--- src/rtl/ws2812b_bit_encoder_if.sv ---
// Pixel handshake between the register-level driver (master) and the WS2812B line encoder (slave).
interface ws2812b_bit_encoder_if;
    logic [23:0] data_in;
    logic        valid;
    logic        latch;
    logic        ready;

    modport master (output data_in, valid, latch, input ready);
    modport slave  (input data_in, valid, latch, output ready);
endinterface

--- src/rtl/ws2812b_bit_encoder.sv ---
// Serialises 24-bit GRB pixels MSB-first onto the WS2812B line; led rises 2 cycles after an idle accept.
// One-pixel holding register keeps the line seamless; ready (= holding register empty) is the only backpressure.
module ws2812b_bit_encoder #(
    parameter int T0H  = 26,
    parameter int T1H  = 51,
    parameter int TBIT = 80,
    parameter int TRES = 19200
) (
    input  logic                 clk,
    input  logic                 reset,
    ws2812b_bit_encoder_if.slave bus,
    output logic                 led,
    output logic                 idle
);
    localparam int TW = $clog2(TRES + 1);

    typedef enum logic [1:0] {
        S_IDLE,
        S_HIGH,
        S_LOW,
        S_RES
    } state_t;

    state_t        state, state_nxt;
    logic [TW-1:0] timer, timer_nxt;
    logic [4:0]    bit_cnt, bit_cnt_nxt;
    logic [23:0]   shreg, shreg_nxt;
    logic          sh_latch, sh_latch_nxt;

    logic [23:0]   hold_data;
    logic          hold_latch;
    logic          full;
    logic          full_nxt;
    logic          accept;
    logic          unload;
    logic [TW-1:0] t_high_end;

    assign accept     = bus.valid & bus.ready;
    // Unload reads the old holding contents, so a same-cycle accept simply refills it.
    assign full_nxt   = accept | (full & ~unload);
    assign t_high_end = shreg[23] ? TW'(T1H - 1) : TW'(T0H - 1);

    always_comb begin
        state_nxt    = state;
        timer_nxt    = timer + TW'(1);
        bit_cnt_nxt  = bit_cnt;
        shreg_nxt    = shreg;
        sh_latch_nxt = sh_latch;
        unload       = 1'b0;

        case (state)
            S_IDLE: begin
                timer_nxt = '0;
                if (full) begin
                    unload    = 1'b1;
                    state_nxt = S_HIGH;
                end
            end
            S_HIGH: begin
                if (timer == t_high_end) state_nxt = S_LOW;
            end
            S_LOW: begin
                if (timer == TW'(TBIT - 1)) begin
                    timer_nxt = '0;
                    if (bit_cnt != 5'd0) begin
                        bit_cnt_nxt = bit_cnt - 5'd1;
                        shreg_nxt   = {shreg[22:0], 1'b0};
                        state_nxt   = S_HIGH;
                    end else if (sh_latch) begin
                        state_nxt = S_RES;
                    end else if (full) begin
                        unload    = 1'b1;
                        state_nxt = S_HIGH;
                    end else begin
                        state_nxt = S_IDLE;
                    end
                end
            end
            S_RES: begin
                if (timer == TW'(TRES - 1)) begin
                    timer_nxt = '0;
                    state_nxt = S_IDLE;
                end
            end
            default: begin
                timer_nxt = '0;
                state_nxt = S_RES;
            end
        endcase

        if (unload) begin
            shreg_nxt    = hold_data;
            sh_latch_nxt = hold_latch;
            bit_cnt_nxt  = 5'd23;
        end
    end

    // Reset lands in RES so the strip always gets a full latch period, even mid-pixel.
    always_ff @(posedge clk or posedge reset) begin
        if (reset) begin
            state      <= S_RES;
            timer      <= '0;
            bit_cnt    <= '0;
            shreg      <= '0;
            sh_latch   <= 1'b0;
            hold_data  <= '0;
            hold_latch <= 1'b0;
            full       <= 1'b0;
            bus.ready  <= 1'b1;
            led        <= 1'b0;
            idle       <= 1'b0;
        end else begin
            state    <= state_nxt;
            timer    <= timer_nxt;
            bit_cnt  <= bit_cnt_nxt;
            shreg    <= shreg_nxt;
            sh_latch <= sh_latch_nxt;
            if (accept) begin
                hold_data  <= bus.data_in;
                hold_latch <= bus.latch;
            end
            full      <= full_nxt;
            bus.ready <= ~full_nxt;
            led       <= (state_nxt == S_HIGH);
            idle      <= (state_nxt == S_IDLE) && !full_nxt;
        end
    end
endmodule
--- src/flat_wrapper.sv ---
// flat-port wrapper written by rule: the top's interface ports become plain ports
module ws2812b_bit_encoder_flat 
#(
    parameter int T0H  = 26,
    parameter int T1H  = 51,
    parameter int TBIT = 80,
    parameter int TRES = 19200
)
  (clk, reset, led, idle, bus_data_in, bus_valid, bus_latch, bus_ready);
  ws2812b_bit_encoder_if bus_i ();
  input  logic clk;
  input  logic reset;
  output logic led;
  output logic idle;
  input wire logic [$bits(bus_i.data_in)-1:0] bus_data_in;
  input wire logic [$bits(bus_i.valid)-1:0] bus_valid;
  input wire logic [$bits(bus_i.latch)-1:0] bus_latch;
  output wire logic [$bits(bus_i.ready)-1:0] bus_ready;
  assign bus_i.data_in = bus_data_in;
  assign bus_i.valid = bus_valid;
  assign bus_i.latch = bus_latch;
  assign bus_ready = bus_i.ready;
  ws2812b_bit_encoder #(.T0H(T0H), .T1H(T1H), .TBIT(TBIT), .TRES(TRES)) u_core (.clk(clk), .reset(reset), .bus(bus_i), .led(led), .idle(idle));
endmodule
--- config.mk ---
export PLATFORM = sky130hd
export DESIGN_NAME = ws2812b_bit_encoder_flat
export DESIGN_NICKNAME = d
export VERILOG_FILES = /design/src/rtl/ws2812b_bit_encoder_if.sv /design/src/rtl/ws2812b_bit_encoder.sv /design/src/flat_wrapper.sv
export SDC_FILE = /design/constraint.sdc
export NUM_CORES = 1
export LEC_CHECK = 0
export ABC_AREA = 1
export BUFFER_PORTS_ARGS = -buffer_cell sky130_fd_sc_hd__buf_2
export CAP_MARGIN = 25
export CORE_MARGIN = 3
export CORE_UTILIZATION = 56
export CTS_BUF_LIST = sky130_fd_sc_hd__clkbuf_8
export DETAILED_ROUTE_END_ITERATION = 8
export HOLD_SLACK_MARGIN = 0.12
export PLACE_DENSITY = 0.78
export SETUP_SLACK_MARGIN = 0.15
export SLEW_MARGIN = 20
export SYNTH_ARGS = -nofsm -noshare
export SYNTH_HDL_FRONTEND = slang
export SYNTH_SLANG_ARGS = --single-unit
--- constraint.sdc ---
create_clock -name clk -period 2.22 [get_ports clk]
set_input_delay 0.444 -clock clk [delete_from_list [all_inputs] [get_ports clk]]
set_output_delay 0.444 -clock clk [all_outputs]
set_load 0.03 [all_outputs]
==> results list <==
* Status: completed
* Post-route worst hold slack: 0.160 ns
- Counting flops and latches in the post-synthesis netlist gives 76.
- Cell type with the largest total area after synthesis: sky130_fd_sc_hd__dfrtp_1
- Final setup skew: 0.0107 ns
- The worst setup path is launched from a flip-flop.
- The congestion estimate from routability-driven global placement came to 0.867.
- For the final routed database, the setup TNS stands at 0 ns.
- Dividing total power by cell area gives a power density of 669 mW/mm².
* Number of enable-type register cells in the synthesized netlist: 0
- The first global-routing pass estimated 13100 µm of wire.
- From synthesis to final layout, the design area changed by 11.9%.
- The tree built by TritonCTS fans out to 76 sinks.
- The top cell types in the final layout, fill and taps aside, are sky130_fd_sc_hd__nand2_1 (181), sky130_fd_sc_hd__dfrtp_1 (73), sky130_fd_sc_hd__inv_1 (55).
* Kind of capture point of the worst setup path: flip-flop
- The count of endpoints failing hold in the final timing report was 0.
* Grt ovf: 0
- In the global route stage, overall resource usage came out at 0.217.
* Pin count of the biggest net entering global routing: 37
- The H-tree generated during clock tree synthesis spans 3 levels.
- Row count: 29
- Die area: 0.00765 mm²
- Detailed placement HPWL: 5060 µm
- For this configuration, the core starts out at a cell density of 0.582.
- Initial detailed-routing violation count: 206
- Dpl cells: 580
- Final slew viol count: 0
- Worst min-delay path class: primary input to asynchronous set/reset pin
- Clock Latency Late Sink: 0.36 ns
- Pre-antenna DRT Iters: 4
- The slowest stage of the critical path belongs to the cell sky130_fd_sc_hd__dfrtp_1.
- The cell that appears most often on the critical path is sky130_fd_sc_hd__nand2_1.
- TritonCTS clock tree: yes
- In this run, distinct cell masters in the synthesized netlist total 33.
* Placed instance area: 0.00394 mm²
- Vias in the first global route: 3052
- During I/O placement, the number of pins put on the boundary was 31.
- After routing the design area is 0.00416 mm².
- Number of failing setup endpoints in the final timing report: 0
- Chip Width: 87.5 µm
- Counting along the longest clock path gives a buffer depth of 2.
- The finished layout holds 600 standard cells, fillers aside.
* Proportion of synthesized flip-flops having asynchronous set or reset: 1.00
- Synth Net Count: 510
- Each instance of the synthesized netlist takes up on average 7.76 µm².
- Setup repair after global routing could not meet its margin everywhere.
* Peak supply drop: 0.461 mV
* Most common cell after layout, fill and taps aside: sky130_fd_sc_hd__nand2_1
* Number of antenna diodes: 0
- Total number of nets in the final design: 549
- Traced cell by cell, the critical path runs through ha_1 -> nand3_2 -> nor2_4 -> nand4_1 -> nand2_2 -> buf_4 -> nand2_1 -> nand2_1 -> nand2_1.
* Detailed-route DRC error count: 0
- Measured along the y axis, the die boundary spans 87.5 µm.
- In this run the worst path has a maximum fanout of 17.
- The most critical setup path has its startpoint at u_core.timer[0]$_DFF_PP0_.
- Timing would allow up to 526 MHz.
- The worst path meets setup with 0.320 ns of slack.
- Overall routed net length: 7390 µm
* Area contributors post-synth: sky130_fd_sc_hd__dfrtp_1 (49%), sky130_fd_sc_hd__nand2_1 (18%), sky130_fd_sc_hd__inv_1 (5.5%)
* Tightest slew margin relative to the limit: 0.598
- The cell count after synthesis came out at 479.
* Fraction of post-synthesis cell area in the top cell type by area: 0.491
* TritonCTS Buffers: 9
- Transition time of the tightest slew-check pin: 0.602 ns
* Overall via count from detail_route: 3091
- I/O Buffers: 30
- Prior to clock tree synthesis, the placed netlist has a worst setup slack of 0.292 ns.
* Number of antenna violations at the first check in global routing: 0
- Antenna-violating nets left: 0
- The most used flip-flop cell after synthesis is sky130_fd_sc_hd__dfrtp_1.
- RR Startpoint: u_core.timer[0]$_DFF_PP0_
- STA puts the critical path data required time at 2.47 ns.
* CTS clock-pin slew for the worst setup and hold paths: 0.08 ns
- In the finished design, the share of the clock period the worst path needs comes to 0.856.
- Reported leakage power: 2.26 nW
- Root buffer selected by CTS: sky130_fd_sc_hd__clkbuf_8
* Count of maximum capacitance violations: 0
* Proportion of layout cells with a drive suffix above 1: 0.157
* Number of warnings issued by yosys: 0
* Detailed-route wire length per cell: 12.3 µm
- Data arrives at the worst endpoint at 2.15 ns.
- Clock period minus final worst setup slack: 1.90 ns
- The region available for standard cell placement spans 0.00639 mm².
- By startpoint and endpoint, the worst setup path is classified as flip-flop to flip-flop.
- Biggest cell delay along the critical path: 0.42 ns
- Post-synth design cell area: 0.00372 mm²
- Sequential share of the synthesized area: 0.512
* Via count normalized by instance count: 5.15
-- cell usage after synthesis, types with 2 or more instances --
cell type / count
sky130_fd_sc_hd__nand2_1: 182
sky130_fd_sc_hd__dfrtp_1: 73
sky130_fd_sc_hd__inv_1: 54
sky130_fd_sc_hd__nor2_1: 45
sky130_fd_sc_hd__a21oi_1: 27
sky130_fd_sc_hd__nand3_1: 24
sky130_fd_sc_hd__o21ai_0: 8
sky130_fd_sc_hd__inv_2: 6
sky130_fd_sc_hd__nand4_1: 6
sky130_fd_sc_hd__buf_6: 5
sky130_fd_sc_hd__clkbuf_1: 4
sky130_fd_sc_hd__mux2_2: 4
sky130_fd_sc_hd__nor3_1: 4
sky130_fd_sc_hd__and3_1: 3
sky130_fd_sc_hd__buf_2: 3
sky130_fd_sc_hd__buf_4: 3
sky130_fd_sc_hd__dfstp_2: 3
sky130_fd_sc_hd__ha_1: 3
sky130_fd_sc_hd__nand3b_1: 3
sky130_fd_sc_hd__a31oi_1: 2
sky130_fd_sc_hd__and2_1: 2
sky130_fd_sc_hd__nor2_2: 2
sky130_fd_sc_hd__nor2_4: 2
sky130_fd_sc_hd__xor2_1: 2
-- layout make-up --
type	count	area, µm²
flip-flops and latches	76	1910
fillers	548	2220
inverters	60	231
repair buffers	43	264
multi-input cells	328	1490
well taps	77	96.3
clock buffers	10	138
clock inverters	6	32.5
-- final timing paths --
kind / to / cells after the start / slack [ns]
max: u_core.shreg[22]$_DFFE_PP0P_ / 9 / 0.32
min: u_core.shreg[7]$_DFFE_PP0P_ / 2 / 0.16
max reg2reg: u_core.shreg[22]$_DFFE_PP0P_ / 9 / 0.32
min reg2reg: u_core.shreg[0]$_DFFE_PP0P_ / 2 / 0.48
max in group asynchronous: u_core.timer[2]$_DFF_PP0_ / 3 / 1.47
min in group clk: u_core.hold_data[23]$_DFFE_PP0P_ / 2 / 0.32
-- stage by stage --
stage               utilization  total power, mW
floorplan                     -             1.79
global placement          0.618             1.86
detailed placement        0.618             1.89
CTS                       0.644             2.80
global route              0.652             2.91
finish                    0.652             2.78
-- sequential cells by signal (all words and copies together), names as in the netlist, 2 cells and up --
signal and count:
u_core.hold_data 24, u_core.shreg 24, u_core.timer 15, u_core.bit_cnt 5
u_core.state 2
-- report_power, final --
part           internal [mW]  leakage, nW  total (mW)  switching (mW)
Combinational          0.106         1.33       0.269           0.163
Sequential              1.54        0.831        1.58          0.0469
Clock                  0.424       0.0907       0.931           0.507
-- routing by layer --
metal | share of wire | vias to the layer above | track usage
met1 | 0.46 | 1447 | 0.276
met4 | 0.019 | 0 | 0.105
met2 | 0.47 | 75 | 0.353
met5 | 0 | - | 0
met3 | 0.050 | 13 | 0.0426
li1 | - | 1556 | -
-- what timing repair did --
item | in CTS | in global routing
setup buffers | 0 | 3
setup endpoints to repair | 0 | 36
resized for setup | 0 | 6
endpoints found under the hold margin | 0 | 0
hold buffers | 0 | 0
-- cell families (layout without fill, tap and decap cells) --
| kind of cell | Yosys count | in the layout | share of synthesized area |
|---|---|---|---|
| simple gates | 278 | 279 | 0.313 |
| flops | 76 | 76 | 0.512 |
| buf+inv | 76 | 119 | 0.0908 |
| compound gates | 39 | 39 | 0.0545 |
| mux | 4 | 4 | 0.0121 |
| fa+ha+maj | 3 | 3 | 0.0101 |
| xor+xnor | 3 | 3 | 0.00707 |
-- worst max-delay path: cells and delay by family, from the launching register on --
| kind | cells | cell delay, ns |
|---|---|---|
| and+or+nand+nor | 7 | 0.89 |
| DFF | 1 | 0.42 |
| adders and majority gates | 1 | 0.22 |
| buffers and inverters | 1 | 0.27 |
No activity file was read; power rests on OpenSTA's default activity.
